**src/rtl/cpu_types_pkg.sv**
```systemverilog
// Shared CPU types: machine word, fetch FSM states and the IF/ID pipeline record.
package cpu_types_pkg;
  typedef logic [31:0] word_t;

  typedef enum logic [1:0] {
    FETCH      = 2'd0,
    REDIR_PEND = 2'd1,
    HALTED     = 2'd2
  } fetch_state_t;

  typedef struct packed {
    logic  valid;
    word_t instr;
    word_t pc;
    word_t npc;
  } ifid_t;
endpackage

```
**src/rtl/fetch_stage.sv**
```systemverilog
// Instruction fetch stage: owns the PC, talks to the I-cache and fills the IF/ID latch.
module fetch_stage
  import cpu_types_pkg::*;
#(
  parameter word_t PC_INIT = 32'h0000_0000
) (
  input  logic  CLK,
  input  logic  nRST,
  input  logic  ihit,
  input  word_t imemload,
  output logic  imemREN,
  output word_t imemaddr,
  input  logic  stall,
  input  logic  flush,
  input  logic  redirect_en,
  input  word_t redirect_pc,
  input  logic  halt,
  output logic  ifid_valid,
  output word_t ifid_instr,
  output word_t ifid_pc,
  output word_t ifid_npc
);

  fetch_state_t r_state, w_state_nx;
  word_t        r_pc, w_pc_nx;
  word_t        r_pend, w_pend_nx;
  ifid_t        r_ifid, w_ifid_nx;
  word_t        w_redir_pc;
  word_t        w_pc_plus4;

  assign w_redir_pc = redirect_pc & 32'hFFFF_FFFC;
  assign w_pc_plus4 = r_pc + 32'd4;

  always_ff @(posedge CLK or negedge nRST) begin
    if (!nRST) begin
      r_state <= FETCH;
      r_pc    <= PC_INIT;
      r_pend  <= '0;
      r_ifid  <= '0;
    end else begin
      r_state <= w_state_nx;
      r_pc    <= w_pc_nx;
      r_pend  <= w_pend_nx;
      r_ifid  <= w_ifid_nx;
    end
  end

  always_comb begin
    w_state_nx = r_state;
    w_pc_nx    = r_pc;
    w_pend_nx  = r_pend;
    w_ifid_nx  = r_ifid;
    unique case (r_state)
      FETCH: begin
        if (halt) begin
          w_state_nx      = HALTED;
          w_ifid_nx.valid = 1'b0;
        end else if (redirect_en) begin
          // The in-flight fetch is wrong-path; a miss must finish at the old address first.
          w_ifid_nx.valid = 1'b0;
          if (ihit) begin
            w_pc_nx = w_redir_pc;
          end else begin
            w_pend_nx  = w_redir_pc;
            w_state_nx = REDIR_PEND;
          end
        end else if (ihit && !stall) begin
          w_pc_nx = w_pc_plus4;
          if (flush) begin
            w_ifid_nx.valid = 1'b0;
          end else begin
            w_ifid_nx.valid = 1'b1;
            w_ifid_nx.instr = imemload;
            w_ifid_nx.pc    = r_pc;
            w_ifid_nx.npc   = w_pc_plus4;
          end
        end else if (flush) begin
          w_ifid_nx.valid = 1'b0;
        end
      end
      REDIR_PEND: begin
        w_ifid_nx.valid = 1'b0;
        if (halt) begin
          w_state_nx = HALTED;
        end else begin
          if (redirect_en) w_pend_nx = w_redir_pc;
          if (ihit) begin
            w_pc_nx    = redirect_en ? w_redir_pc : r_pend;
            w_state_nx = FETCH;
          end
        end
      end
      HALTED: begin
        w_ifid_nx.valid = 1'b0;
      end
      default: begin
        w_state_nx = FETCH;
      end
    endcase
  end

  assign imemREN    = (r_state != HALTED);
  assign imemaddr   = r_pc;
  assign ifid_valid = r_ifid.valid;
  assign ifid_instr = r_ifid.instr;
  assign ifid_pc    = r_ifid.pc;
  assign ifid_npc   = r_ifid.npc;

endmodule

```
**config.mk**
```make
export PLATFORM = sky130hd
export DESIGN_NAME = fetch_stage
export DESIGN_NICKNAME = d
export VERILOG_FILES = /design/src/rtl/cpu_types_pkg.sv /design/src/rtl/fetch_stage.sv
export SDC_FILE = /design/constraint.sdc
export NUM_CORES = 1
export LEC_CHECK = 0
export BUFFER_PORTS_ARGS = -buffer_cell sky130_fd_sc_hd__buf_4
export CAP_MARGIN = 10
export CORE_ASPECT_RATIO = 0.9
export CORE_UTILIZATION = 35
export DETAILED_ROUTE_END_ITERATION = 8
export PLACE_DENSITY = 0.68
export SETUP_SLACK_MARGIN = 0.02
export SYNTH_ARGS = -nofsm -noshare
export SYNTH_HDL_FRONTEND = slang
export SYNTH_SLANG_ARGS = --single-unit
```
**constraint.sdc**
```tcl
create_clock -name CLK -period 2.4 [get_ports CLK]
set_input_delay 0.48 -clock CLK [delete_from_list [all_inputs] [get_ports CLK]]
set_output_delay 0.48 -clock CLK [all_outputs]
set_load 0.05 [all_outputs]
```
Yosys cells after proc, flatten, opt, wreduce, memory -nomap -nowiden
Cells that the tools add are included.
Widths: inputs -> output; s select.
- flip-flop bits (word level): 163
- output and inout port bits: 130
- $add $sub $neg: 1
- equal/unequal tests: 14
- mux-type cells: 25
- bitwise logic cells: 4
- reductions and logical operators: 11
- operators by type and width (kind ; number):
    $mux 32 ; 11
    $pmux 32 s2 ; 2
    $add 32x3->32 const B ; 1
    $ne 3x3->1 const B ; 5
    $ne 2x2->1 const B ; 6
    $mux 2 ; 5
    $reduce_and 5->1 ; 2
    $pmux 2 s3 ; 1
    $reduce_and 6->1 ; 1
    $mux 1 ; 5
    $ne 5x5->1 const B ; 1
    $not 1->1 ; 4
    $reduce_and 4->1 ; 1
    $reduce_bool 2->1 ; 2
    $eq 2x1->1 const B ; 1
    $eq 2x2->1 const B ; 1
    $logic_not 2->1 ; 1
    $pmux 1 s2 ; 1
    $reduce_and 2->1 ; 1
    $reduce_or 2->1 ; 1
    $logic_and 1x1->1 ; 1
    $logic_not 1->1 ; 1

Logic depth before layout (Yosys ltp)
Gate-level depths: netlist (run 1).
- depth after elaboration: 6
- depth in mapped cells: 10

Worst setup path after synthesis (run 1)
No wires, ideal clock.
- kind: register to register
- from: reg r_pc[19] (netlist: imemaddr[19])
- to: reg r_ifid, in the netlist ifid_npc[29]
- setup time: 0.082 ns
- arrival time: 2.360 ns
- data required time: 2.318 ns
- path slack: -0.042 ns
- cell stages (with the launch flop): 7
- period minus slack after synthesis: 2.442 ns
- cell sequence: dfrtp_1 bufbuf_16 nand4_4 or4_1 buf_2 or4_1 a31oi_1
- longest elaborated chain between the ends: 1
- ends and longest elaborated chain (element ; RTL line ; source):
    start: declaration ; fetch_stage.sv:25 ; word_t r_pc, w_pc_nx;
    start signal: assignment ; fetch_stage.sv:42 ; r_pc <= w_pc_nx;
    $add 32x3->32 ; fetch_stage.sv:32 ; assign w_pc_plus4 = r_pc + 32'd4;
    end signal: assignment ; fetch_stage.sv:44 ; r_ifid <= w_ifid_nx;
    end: declaration ; fetch_stage.sv:27 ; ifid_t r_ifid, w_ifid_nx;
Every way passes these cells.
A chain may end at the register's enable or synchronous reset.

Worst setup path after layout (run 1)
- from: reg r_state[0]
- to: reg r_ifid, in the netlist ifid_npc[9]
- longest elaborated chain between the ends: 2
- ends and longest elaborated chain (element ; RTL line ; source):
    start: declaration ; fetch_stage.sv:24 ; fetch_state_t r_state, w_state_nx;
    start signal: assignment ; fetch_stage.sv:41 ; r_state <= w_state_nx;
    $logic_not 2->1 ; fetch_stage.sv:53 ; unique case (r_state)
    $reduce_and 5->1 (no line) ; -- ;
Every way passes these cells.

==> results.json, run 1 <==
{
  "synth_edf_count": 0,
  "routed_via_density": 5.23,
  "critPathKind": "register to register",
  "gp_congestion": 0.824,
  "drv_slew": 0,
  "ys_warn_count": 0,
  "startpoint": "r_state[0]",
  "drtIter0Drc": 524,
  "clk_pin_slew_ns": 0.07,
  "post-place-cells": 1294,
  "clockRootBuffer": "clkbuf_16",
  "grt-ovfl-total": 0,
  "finClkSkew_ns": 0.0105,
  "grt_pass1_wl_um": 36500,
  "multi_input_area_um2": 3330,
  "timing.fmax_mhz": 450,
  "cp_max_fo": 50,
  "drive_gt1_frac": 0.319,
  "synth_fp_nets": 891,
  "endpoint_kind": "register",
  "max_cap_viol_count": 0,
  "core.rowCount": 51,
  "setup_viol": 0,
  "tightest_slew_ns": 0.537,
  "switchingPower_w": 0.00769,
  "grt_antenna_before_repair": 1,
  "crit_path_end": "ifid_npc[9]",
  "dp_hpwl_um": 15900,
  "synthToLayoutAreaGrowth_pct": 32.6,
  "power_density_nw_per_um2": 1530,
  "r2r-start": "r_state[0]",
  "first_pass_iters": 6,
  "cp.required_ns": 2.68,
  "cts_tree": "built",
  "finalCritPeriodShare": 0.927,
  "internal-power_w": 0.00812,
  "worstRegToRegCells": 7,
  "seqPwrFrac": 0.298,
  "final-instance-count-excl-fill": 1328,
  "die_x_um": 159,
  "worstPathArrival_ns": 2.51,
  "comb_power_share": 0.536,
  "numCtsBuffers": 17,
  "syn-cell-area_um2": 7790,
  "finalNetCount": 1098,
  "swShare": 0.486,
  "synthFlopType": "dfrtp_1",
  "die_h_um": 144,
  "status": "finished, final reports clean",
  "yosys.area.top_type_share": 0.517,
  "r2r_end": "ifid_npc[9]",
  "ir_drop_mv": 0.881,
  "yosysTopAreaCell": "dfrtp_1",
  "dieArea_um2": 22900,
  "hold_viol_final": 0,
  "pwr-share-clk": 0.165,
  "dp_slack_ns": 0.122,
  "synth_area_leaders": "dfrtp_1 52%, nand2_1 11%, mux2_2 4.3%",
  "drcViolationCount": 0,
  "grtUsageTotal": 0.204,
  "ys_seq_area_frac": 0.517,
  "finalSetupTns_ns": 0,
  "rsz0062_at_grt": "false",
  "ant_nets": 0,
  "pin_count": 201,
  "wirelength_um": 22600,
  "grt_pass1_vias": 6720,
  "cts_sinks": 161,
  "cts_resized": 0,
  "synth_async_sr_flop_share": 1.00,
  "initial_core_util": 0.358,
  "clock_latency_ns": 0.43,
  "wl_per_cell_um": 17.0,
  "clk_path_buf_depth": 2,
  "regArea_um2": 4030,
  "synthesis.instances": 816,
  "nFillCells": 2067,
  "crit_path_start_kind": "register",
  "final_util": 0.475,
  "vias": 6948,
  "min_period_ns": 2.22,
  "grt_max_degree": 61,
  "core_um2": 21800,
  "port_buffers": 198,
  "cts_max_level": 4,
  "place_area_um2": 9760,
  "worst_slack_ns": 0.175,
  "final_area_um2": 10300,
  "slew_headroom": 0.639,
  "rrSetupSlack_ns": 0.18,
  "p_leak_nw": 4.91,
  "yosysUniqueCellTypes": 66,
  "synth-seq-cells": 161,
  "hold_path.class": "input pin to register",
  "avgSynthCellArea_um2": 9.55
}
-- power groups by stage --
stage | registers, W | logic [W] | clock network (W)
after floorplan | 0.00798 | 0.00246 | 0
after global placement | 0.00470 | 0.00842 | 0
after detailed placement | 0.00475 | 0.00851 | 0
after CTS | 0.00472 | 0.00852 | 0.00267
after global routing | 0.00489 | 0.00900 | 0.00278
final | 0.00472 | 0.00848 | 0.00261
-- layer usage --
metal,vias up,track usage,part of all wire
met2,270,0.330,0.46
li1,3285,-,-
met3,22,0.0470,0.069
met1,3371,0.275,0.46
met4,0,0.0592,0.011
met5,-,0,0
-- placed cells by master (no fill, tap or decap), drive strengths merged, types with 12 or more instances in the layout --
| master | count |
|---|---|
| inv | 14 |
| nand4 | 18 |
| o21ai | 46 |
| dfrtp | 161 |
| clkbuf | 20 |
| xnor2 | 12 |
| a22o | 13 |
| nand2 | 235 |
| buf | 257 |
| o211ai | 15 |
| or4 | 17 |
| nand3 | 23 |
| nor2 | 32 |
| mux2 | 30 |
-- critical path: stages (launching register included) --
cell and delay, ns:
dfrtp_1 0.40, inv_1 0.09, ha_1 0.16, or4b_4 0.49, or2_4 0.38, buf_4 0.31, nand2_1 0.13, o21ai_0 0.09
-- state kept, by name, summed over array words and instances, names as in the netlist --
signal and cells:
ifid_npc 30, imemaddr 32, r_state 2, ifid_instr 32
ifid_pc 32, ifid_valid 1, r_pend 32
-- what timing repair did --
| item | CTS | global route |
|---|---|---|
| hold buffers | 1 | 0 |
| setup buffers | 0 | 0 |
| hold endpoints to repair | 38 | 0 |
-- Yosys cell counts (12+ instances only) --
| cell type | count |
|---|---|
| xnor2_1 | 12 |
| nand4_1 | 17 |
| nor2_1 | 31 |
| a22o_1 | 13 |
| clkbuf_1 | 43 |
| or4_1 | 17 |
| mux2_2 | 30 |
| o211ai_1 | 15 |
| nand2_1 | 235 |
| o21ai_0 | 46 |
| nand3_1 | 23 |
| dfrtp_1 | 161 |
-- area by class of cell --
class,instances,area share
antenna,1,0.000242
clock buffer,20,0.0433
clock inverter,12,0.0105
inverter,11,0.00400
multi-input combinational,574,0.322
sequential,161,0.390
tap,291,0.0353
timing repair buffer,258,0.194
-- stage by stage --
step	hold slack (ns)	power, W
after floorplan	0.184	0.0104
after global placement	0.423	0.0131
after detailed placement	0.424	0.0133
after CTS	0.222	0.0159
after global routing	0.235	0.0167
final	0.244	0.0158
-- cells by family after synthesis --
group,share of synthesized area
flops,0.517
buf+inv,0.0577
fa+ha+maj,0.00642
xor+xnor,0.0157
compound gates,0.130
mux,0.0524
simple gates,0.221
-- how the worst min path moves through the flow --
stage | from | end | slack, ns | cells past startpoint
6_report | imemload[24] | ifid_instr[24] | 0.24 | 3
5_1_grt | imemload[7] | ifid_instr[7] | 0.24 | 3
4_1_cts | imemload[23] | ifid_instr[23] | 0.22 | 3
3_5_place_dp | nRST | ifid_instr[1] | 0.42 | 1
3_3_place_gp | nRST | ifid_instr[1] | 0.42 | 1
2_1_floorplan | nRST | ifid_instr[0] | 0.18 | 0
(Power assumes the default switching activity.)
==> run 2: changes to the inputs <==
- CORE_MARGIN: default -> 3
==> run 2 against run 1 <==
  * Critical path depth increased by 1
  * Total power increased by 0.70%
  * Fmax increased by 0.86%
  * Core utilization increased by 0.14 points
  * Highest routed layer is now met5
  * Global-route usage decreased by 1.2 points
  * Register-to-register slack improved by 0.02 ns
  * Worst setup slack improved by 0.019 ns
  * Sequential share of layout area decreased by 0.11 points
  * Sequential cell count unchanged
  * Die area increased by 5.4%
  * Cell area increased by 0.29%
  * Via count decreased by 0.47%
==> results.json, run 2 (synthesis gave the netlist of run 1 again) <==
{
  "clk_path_buf_depth": 2,
  "post_cts_buffers": 0,
  "p_leak_nw": 4.92,
  "worstPathArrival_ns": 2.53,
  "status": "finished, final reports clean",
  "cts_tree": "built",
  "ir_drop_mv": 0.739,
  "clock_latency_ns": 0.42,
  "crit_path_start_kind": "register",
  "antenna_cells": 0,
  "wl_per_cell_um": 17.4,
  "final_area_um2": 10400,
  "clk_pin_slew_ns": 0.06,
  "drcViolationCount": 0,
  "die_h_um": 148,
  "slew_headroom": 0.584,
  "cts_sinks": 161,
  "setup_viol": 0,
  "slowest_delay_ns": 0.38,
  "synthToLayoutAreaGrowth_pct": 32.9,
  "ant_nets": 0,
  "min_period_ns": 2.21,
  "drive_gt1_frac": 0.318,
  "numCtsBuffers": 17,
  "finalNetCount": 1094,
  "port_buffers": 198,
  "max_cap_viol_count": 0,
  "critPathKind": "register to register",
  "clockRootBuffer": "clkbuf_16",
  "nFillCells": 2066,
  "hold_viol_final": 0,
  "tightest_slew_ns": 0.619,
  "grt_pass1_wl_um": 36700,
  "finClkSkew_ns": 0.00991,
  "pin_count": 201,
  "grtUsageTotal": 0.193,
  "layout_commonest_cell": "buf_4",
  "dp_hpwl_um": 16200,
  "cpLargestDelayFamily": "simple AND/OR/NAND/NOR gates",
  "core_um2": 21800,
  "final_cell_mix": "245 x buf_4, 235 x nand2_1, 158 x dfrtp_1, 46 x o21ai_0, 31 x nor2_1",
  "finalSetupTns_ns": 0,
  "cp_num_buf_inv": 3,
  "vias": 6915,
  "die_x_um": 163,
  "endpoint_kind": "register",
  "timing.fmax_mhz": 453,
  "initial_core_util": 0.358,
  "cp.required_ns": 2.73,
  "first_pass_iters": 5,
  "grt_max_degree": 66,
  "cts_max_level": 4,
  "grt_pass1_vias": 6706,
  "hold_path.class": "input pin to register",
  "place_area_um2": 9760,
  "core.rowCount": 51,
  "routed_via_density": 5.23,
  "slowest_stage": "dfrtp_1",
  "grt-ovfl-total": 0,
  "dieArea_um2": 24100,
  "drv_slew": 0,
  "gp_congestion": 0.856,
  "power_density_nw_per_um2": 1540,
  "wirelength_um": 23000,
  "finalCritPeriodShare": 0.919,
  "rsz0062_at_grt": "false",
  "cp_max_fo": 8,
  "drtIter0Drc": 525,
  "grt_antenna_before_repair": 1,
  "path_cells": "inv_1 > ha_1 > buf_4 > and3b_1 > or3_1 > buf_4 > or3_1 > o211ai_1"
}
-- run 2: layout make-up --
type	instances	area [um^2]	area share
flip-flops and latches	161	4030	0.389
multi-input cells	574	3330	0.321
repair buffers	254	2000	0.193
clock buffers	21	460	0.0445
well taps	291	364	0.0352
clock inverters	11	130	0.0126
inverters	11	41.3	0.00399
-- run 2: where the power goes --
group | internal (W) | leakage, nW | switching [W] | total [W]
Sequential | 0.00392 | 2.01 | 0.000783 | 0.00471
Combinational | 0.00273 | 2.63 | 0.00576 | 0.00848
Clock | 0.00160 | 0.288 | 0.00114 | 0.00273
Total | 0.00825 | 4.92 | 0.00768 | 0.0159
-- run 2: per-layer routing --
metal	GRT usage	vias to the layer above	wire, um
li1	-	3287	-
met1	0.257	3356	10200
met2	0.320	250	10900
met3	0.0493	20	1720
met4	0.0393	2	203
met5	0	-	15
-- run 2: path summary, 6_finish.rpt --
| check | slack [ns] | start | cells after the start | end |
|---|---|---|---|---|
| max reg2reg | 0.19 | r_state[0] | 8 | imemaddr[28] |
| min in group asynchronous | 0.56 | nRST | 2 | ifid_instr[2] |
| max in group asynchronous | 1.18 | nRST | 3 | imemaddr[9] |
| max | 0.19 | r_state[0] | 8 | imemaddr[28] |
| min | 0.25 | imemload[30] | 3 | ifid_instr[30] |
| min reg2reg | 0.48 | ifid_pc[28] | 2 | ifid_pc[28] |
-- run 2: worst min-delay path, stage by stage --
cell     delay, ns
buf_4         0.07
nand2_1       0.04
nand2_1       0.04
-- run 2: what timing repair did --
action | 4_1_cts | 5_1_grt
resized for setup | 0 | 0
hold endpoints to repair | 10 | 0
hold buffers | 1 | 0
endpoints found under the setup margin | 0 | 0
-- run 2: stage by stage --
stage | hold slack [ns] | total power, W | instances | setup slack [ns] | utilization
after floorplan | 0.184 | 0.0104 | 816 | 0.0366 | -
after global placement | 0.445 | 0.0131 | 1290 | 0.167 | 0.448
after detailed placement | 0.454 | 0.0133 | 1290 | 0.149 | 0.448
after CTS | 0.220 | 0.0161 | 1323 | 0.184 | 0.476
after global routing | 0.241 | 0.0168 | 1323 | 0.0739 | 0.476
final | 0.248 | 0.0159 | 1323 | 0.194 | 0.476
